<file path="config.mk">
export PLATFORM = sky130hd
export DESIGN_NAME = gaussian_blur
export DESIGN_NICKNAME = d
export VERILOG_FILES = /design/src/rtl/gaussian_blur.sv
export SDC_FILE = /design/constraint.sdc
export NUM_CORES = 2
export LEC_CHECK = 0
export CORE_UTILIZATION = 60
export CTS_CLUSTER_DIAMETER = 40
export DETAILED_ROUTE_END_ITERATION = 10
export PLACE_DENSITY = 0.76
export SLEW_MARGIN = 20
export SYNTH_ARGS = -nofsm -noshare
export SYNTH_HDL_FRONTEND = slang
export SYNTH_SLANG_ARGS = --single-unit
</file>
<file path="constraint.sdc">
create_clock -name clk -period 13.7 [get_ports clk]
set_input_delay 2.74 -clock clk [delete_from_list [all_inputs] [get_ports clk]]
set_output_delay 2.74 -clock clk [all_outputs]
set_load 0.05 [all_outputs]
</file>
<file path="src/rtl/gaussian_blur.sv">
// gaussian_blur: streams a raster image through a 3x3 [1 2 1;2 4 2;1 2 1]/16 smoothing filter
module gaussian_blur #(
    parameter int IMG_W  = 128,
    parameter int IMG_H  = 128,
    parameter int ADDR_W = 14
) (
    input  logic              clk,
    input  logic              rst,
    input  logic              enable,
    output logic              ird,
    output logic [ADDR_W-1:0] iaddr,
    input  logic [7:0]        idata,
    output logic              gwr,
    output logic [ADDR_W-1:0] gaddr,
    output logic [7:0]        gdata,
    output logic              done
);
    localparam int N  = IMG_W * IMG_H;
    localparam int SW = ADDR_W + 1;
    localparam int CW = $clog2(IMG_W);
    localparam int RW = $clog2(IMG_H);

    typedef enum logic [2:0] {IDLE, RUN, FLUSH, DRAIN, DONE} state_t;

    state_t          state, state_n;
    logic [SW-1:0]   cnt, cnt_n;
    logic            start;
    logic            rd_q;
    logic [SW-1:0]   sidx;
    logic [CW-1:0]   col;
    logic [CW-1:0]   ocol;
    logic [RW-1:0]   orow;
    logic [ADDR_W-1:0] ocnt;
    logic [7:0]      lb1 [IMG_W];
    logic [7:0]      lb2 [IMG_W];
    logic [7:0]      t1, m1, b1, t2, m2, b2;
    logic [7:0]      px, nt, nm, blur;
    logic [11:0]     sum;
    logic            proc, wr, border;

    // state and phase counter register
    always_ff @(posedge clk) begin
        if (!rst) begin
            state <= IDLE;
            cnt   <= '0;
        end else begin
            state <= state_n;
            cnt   <= cnt_n;
        end
    end

    // next state, phase counter and read-side outputs
    always_comb begin
        state_n = state;
        cnt_n   = cnt + 1'b1;
        case (state)
            IDLE: begin
                cnt_n = '0;
                if (enable) state_n = RUN;
            end
            RUN: if (cnt == SW'(N - 1)) begin
                state_n = FLUSH;
                cnt_n   = '0;
            end
            FLUSH: if (cnt == SW'(IMG_W)) begin
                state_n = DRAIN;
                cnt_n   = '0;
            end
            DRAIN: if (cnt == SW'(1)) begin
                state_n = DONE;
                cnt_n   = '0;
            end
            DONE: begin
                cnt_n = '0;
                if (!enable) state_n = IDLE;
            end
            default: state_n = IDLE;
        endcase
        ird   = state == RUN;
        iaddr = ird ? cnt[ADDR_W-1:0] : '0;
        done  = state == DONE;
    end

    // a pixel enters the window when a read returns or while flushing the last rows with zeros
    always_comb begin
        start  = state == IDLE && enable;
        proc   = !start && (rd_q || (sidx >= SW'(N) && sidx < SW'(N + IMG_W + 1)));
        wr     = proc && sidx > SW'(IMG_W);
        px     = rd_q ? idata : 8'd0;
        nt     = lb2[col];
        nm     = lb1[col];
        sum    = 12'(t1) + 12'(b1) + 12'(nt) + 12'(px)
               + ((12'(m1) + 12'(nm) + 12'(t2) + 12'(b2)) << 1)
               + (12'(m2) << 2);
        blur   = 8'((sum + 12'd8) >> 4);
        border = orow == '0 || orow == RW'(IMG_H - 1) || ocol == '0 || ocol == CW'(IMG_W - 1);
    end

    // line buffers hold the two previous rows; contents need no reset
    always_ff @(posedge clk) begin
        if (proc) begin
            lb2[col] <= nm;
            lb1[col] <= px;
        end
    end

    // window shift, stream/output counters and registered write port
    always_ff @(posedge clk) begin
        if (!rst) begin
            rd_q  <= 1'b0;
            sidx  <= '0;
            col   <= '0;
            ocol  <= '0;
            orow  <= '0;
            ocnt  <= '0;
            {t1, m1, b1, t2, m2, b2} <= '0;
            gwr   <= 1'b0;
            gaddr <= '0;
            gdata <= '0;
        end else begin
            rd_q <= ird;
            gwr  <= wr;
            if (start) begin
                sidx <= '0;
                col  <= '0;
                ocol <= '0;
                orow <= '0;
                ocnt <= '0;
            end else if (proc) begin
                sidx <= sidx + 1'b1;
                col  <= col == CW'(IMG_W - 1) ? '0 : col + 1'b1;
                {t1, m1, b1} <= {t2, m2, b2};
                {t2, m2, b2} <= {nt, nm, px};
                if (wr) begin
                    gaddr <= ocnt;
                    gdata <= border ? m2 : blur;
                    ocnt  <= ocnt + 1'b1;
                    ocol  <= ocol == CW'(IMG_W - 1) ? '0 : ocol + 1'b1;
                    orow  <= ocol == CW'(IMG_W - 1) ? orow + 1'b1 : orow;
                end
            end
        end
    end
endmodule

</file>
==> impl_metrics.ini <==
[critical_path]
required_ns = 14.48
cp.arrival_ns = 10.05
startpoint_type = flop
crit_type = reg -> reg
critPathMaxFanout = 108
endpoint_kind = flop

[sta]
skew_ns = 0.0444
rsz0062_at_grt = false
whs_ns = 0.456
tns_ns = 0
setup_viol = 0
finalCritPeriodShare_pct = 67.7
max_slew.worst_pin.slew_ns = 1.11
fmax_mhz = 108
layout_setup_ws_ns = 4.43
final.min_clock_period_ns = 9.27
slew_headroom_pct = 25.5
hold_violations = 0
final-max-slew-violation-count = 0

[cts]
root_buffer = clkbuf_16
cts_resized = 0
cts_buffers = 234
clk_path_buf_depth = 3
cts_setup_buffers = 0
cts_tree = yes
clock_sinks = 2195
clock_latency_ns = 0.89
path_clk_slew_ns = 0.06
holdBufCountCts = 0
htreeDepth = 4

[power]
p_leak_nw = 31.2
power_mw = 14.1
p_per_area_mw_per_mm2 = 144
irDropWorstVdd_v = 0.000138

[final_layout]
fin_util_pct = 68.8
final_common_cell = edfxtp_1
layout-drive-gt1-share_pct = 27.4
fin_cells = 6371
layout.nets = 4381
final_cell_mix = 2,048 x edfxtp_1, 646 x mux4_2, 246 x nor2_1, 234 x clkbuf_16, 171 x buf_4
final_area_sq_mm = 0.0976
area_delta_synth_final_pct = 13.4

[floorplan]
coreArea_sq_mm = 0.142
die_area_sq_mm = 0.145
ios = 50
rows = 138
die_w_microns = 381
start_util_pct = 60.7
chipHeight_microns = 381

[routing]
dr.pass1.iters = 5
met3_length_microns = 22900
route.layer.met1.wl_microns = 76600
vias = 42800
routed_wl_microns = 213000
met2_length_microns = 105000
wl_per_cell_microns = 33.4
dr.first_iter.drc_count = 6021
top_layer_used = met5
routed_via_density = 6.71
drc = 0
antenna_left = 0

[synth]
synth.distinct_cells = 60
ys_async_sr_fraction_pct = 0
synthAdderAreaFrac_pct = 1.67
synthMuxAreaShare_pct = 17.6
synth_edf_count = 2048
synthesis.area_sq_mm = 0.0861
synth_compound_area_share_pct = 1.15
synth-simple-area-share_pct = 2.70
ys.flop_type = edfxtp_1
synth_top_family_by_area = multiplexers
synth_xor_area_share_pct = 0.590
ys_warn_count = 0
synth_seq_cells = 2195
synth.net_count = 4122
syn-instance-count = 4024
synth_seq_area_share_pct = 74.8
syn_area_per_cell_sq_um = 21.4

[min_path]
hold_path_class = reg -> reg

[place]
gp_congestion = 0.859
place_area_sq_mm = 0.0896
place_ws_ns = 4.56
io_buffers = 49
hpwlAfterDp_microns = 113000
place_inst = 5936

[grt]
grt_pass1_wl_microns = 308000
antenna_found_initial = 15
grt.total_usage_pct = 29.9
grt_pass1_vias = 44000
grt_max_degree = 140
grt_overflow_total = 0

[job]
maxCapViolCount = 0

[status]
status = finished, final reports clean
## layer usage
| layer | vias up | GRT usage, % |
|---|---|---|
| met5 | - | 0.198 |
| met4 | 16 | 12.2 |
| met3 | 501 | 6.45 |
| met2 | 2833 | 48.0 |
| met1 | 22300 | 40.5 |
| li1 | 17100 | - |
## layout make-up
type	instances	area (sq um)
tap	1890	2360
clock inverter	158	2010
multi-input combinational	1542	20500
inverter	81	334
timing repair buffer	229	1950
fill	8316	44300
clock buffer	273	6030
antenna	3	7.51
sequential	2195	64500
## Yosys cell counts, types with 3 or more instances
library cell,number,area (sq um)
a211oi_1,16,120
a21oi_1,73,365
a22oi_1,25,188
and2_1,18,113
and3_1,11,68.8
buf_1,34,128
buf_2,53,265
buf_4,10,75.1
buf_6,6,67.6
clkbuf_1,103,387
dfxtp_1,147,2940
edfxtp_1,2048,61500
fa_1,46,921
ha_1,41,513
inv_1,78,293
mux2_2,9,101
mux2i_1,53,531
mux4_2,646,14500
nand2_1,140,526
nand2b_1,3,18.8
nand3_1,25,125
nand3b_1,5,37.5
nand4_1,23,144
nor2_1,247,927
nor2b_1,12,75.1
nor3_1,14,70.1
nor4_1,7,43.8
o211ai_1,3,22.5
o21ai_0,19,95.1
o21ai_1,3,15.0
o21bai_1,5,37.5
or3_1,11,68.8
xnor2_1,18,158
xor2_1,40,350
## worst max-delay path: stages, from the launching register on
cell      delay [ns]
dfxtp_4         0.86
buf_12          0.68
mux4_2          0.64
mux4_2          0.55
mux4_2          0.58
mux2i_1         0.50
fa_1            0.49
inv_1           0.10
ha_1            0.24
a21o_1          0.19
a21oi_1         0.24
xnor2_1         0.19
fa_1            0.48
fa_1            0.54
inv_1           0.05
fa_1            0.43
ha_1            0.29
ha_1            0.33
nor2b_1         0.15
o21ai_0         0.19
a21boi_0        0.15
o21a_1          0.19
nor2_1          0.15
o21bai_1        0.09
a21oi_1         0.17
xnor2_1         0.09
a211o_1         0.29
a21oi_1         0.12
## registers in the layout, summed over array words and instances (netlist names), named ones only
signal	count
ocol	7
lb2	1024
lb1	1024
ocnt	14
state	3
b1	8
m1	8
gdata	8
m2	8
col	7
orow	7
t1	8
t2	8
b2	8
gwr	1
rd_q	1
gaddr	14
sidx	15
cnt	15
## logic make-up after synthesis
family                   Yosys count
multiplexers                     708
AND/OR/NAND/NOR                  528
buffers and inverters            287
flip-flops                      2195
adder cells (fa/ha/maj)           87
XOR/XNOR                          58
AO/OA/AOI/OAI                    161
## report_power, final
group / total (mW) / switching [mW] / internal (mW)
Clock: 6.54 / 2.72 / 3.83
Sequential: 7.28 / 0.00700 / 7.27
Combinational: 0.268 / 0.166 / 0.102
Total: 14.1 / 2.89 / 11.2
## worst paths after layout
check | start | endpoint | slack [ns] | cells past startpoint
max | flop | gdata[7] | 4.43 | 27
min | gaddr[3] | gaddr[3] | 0.46 | 2
max reg2reg | flop | gdata[7] | 4.43 | 27
min reg2reg | gaddr[3] | gaddr[3] | 0.46 | 2
Note: power is estimated with default switching activity, not from simulation.
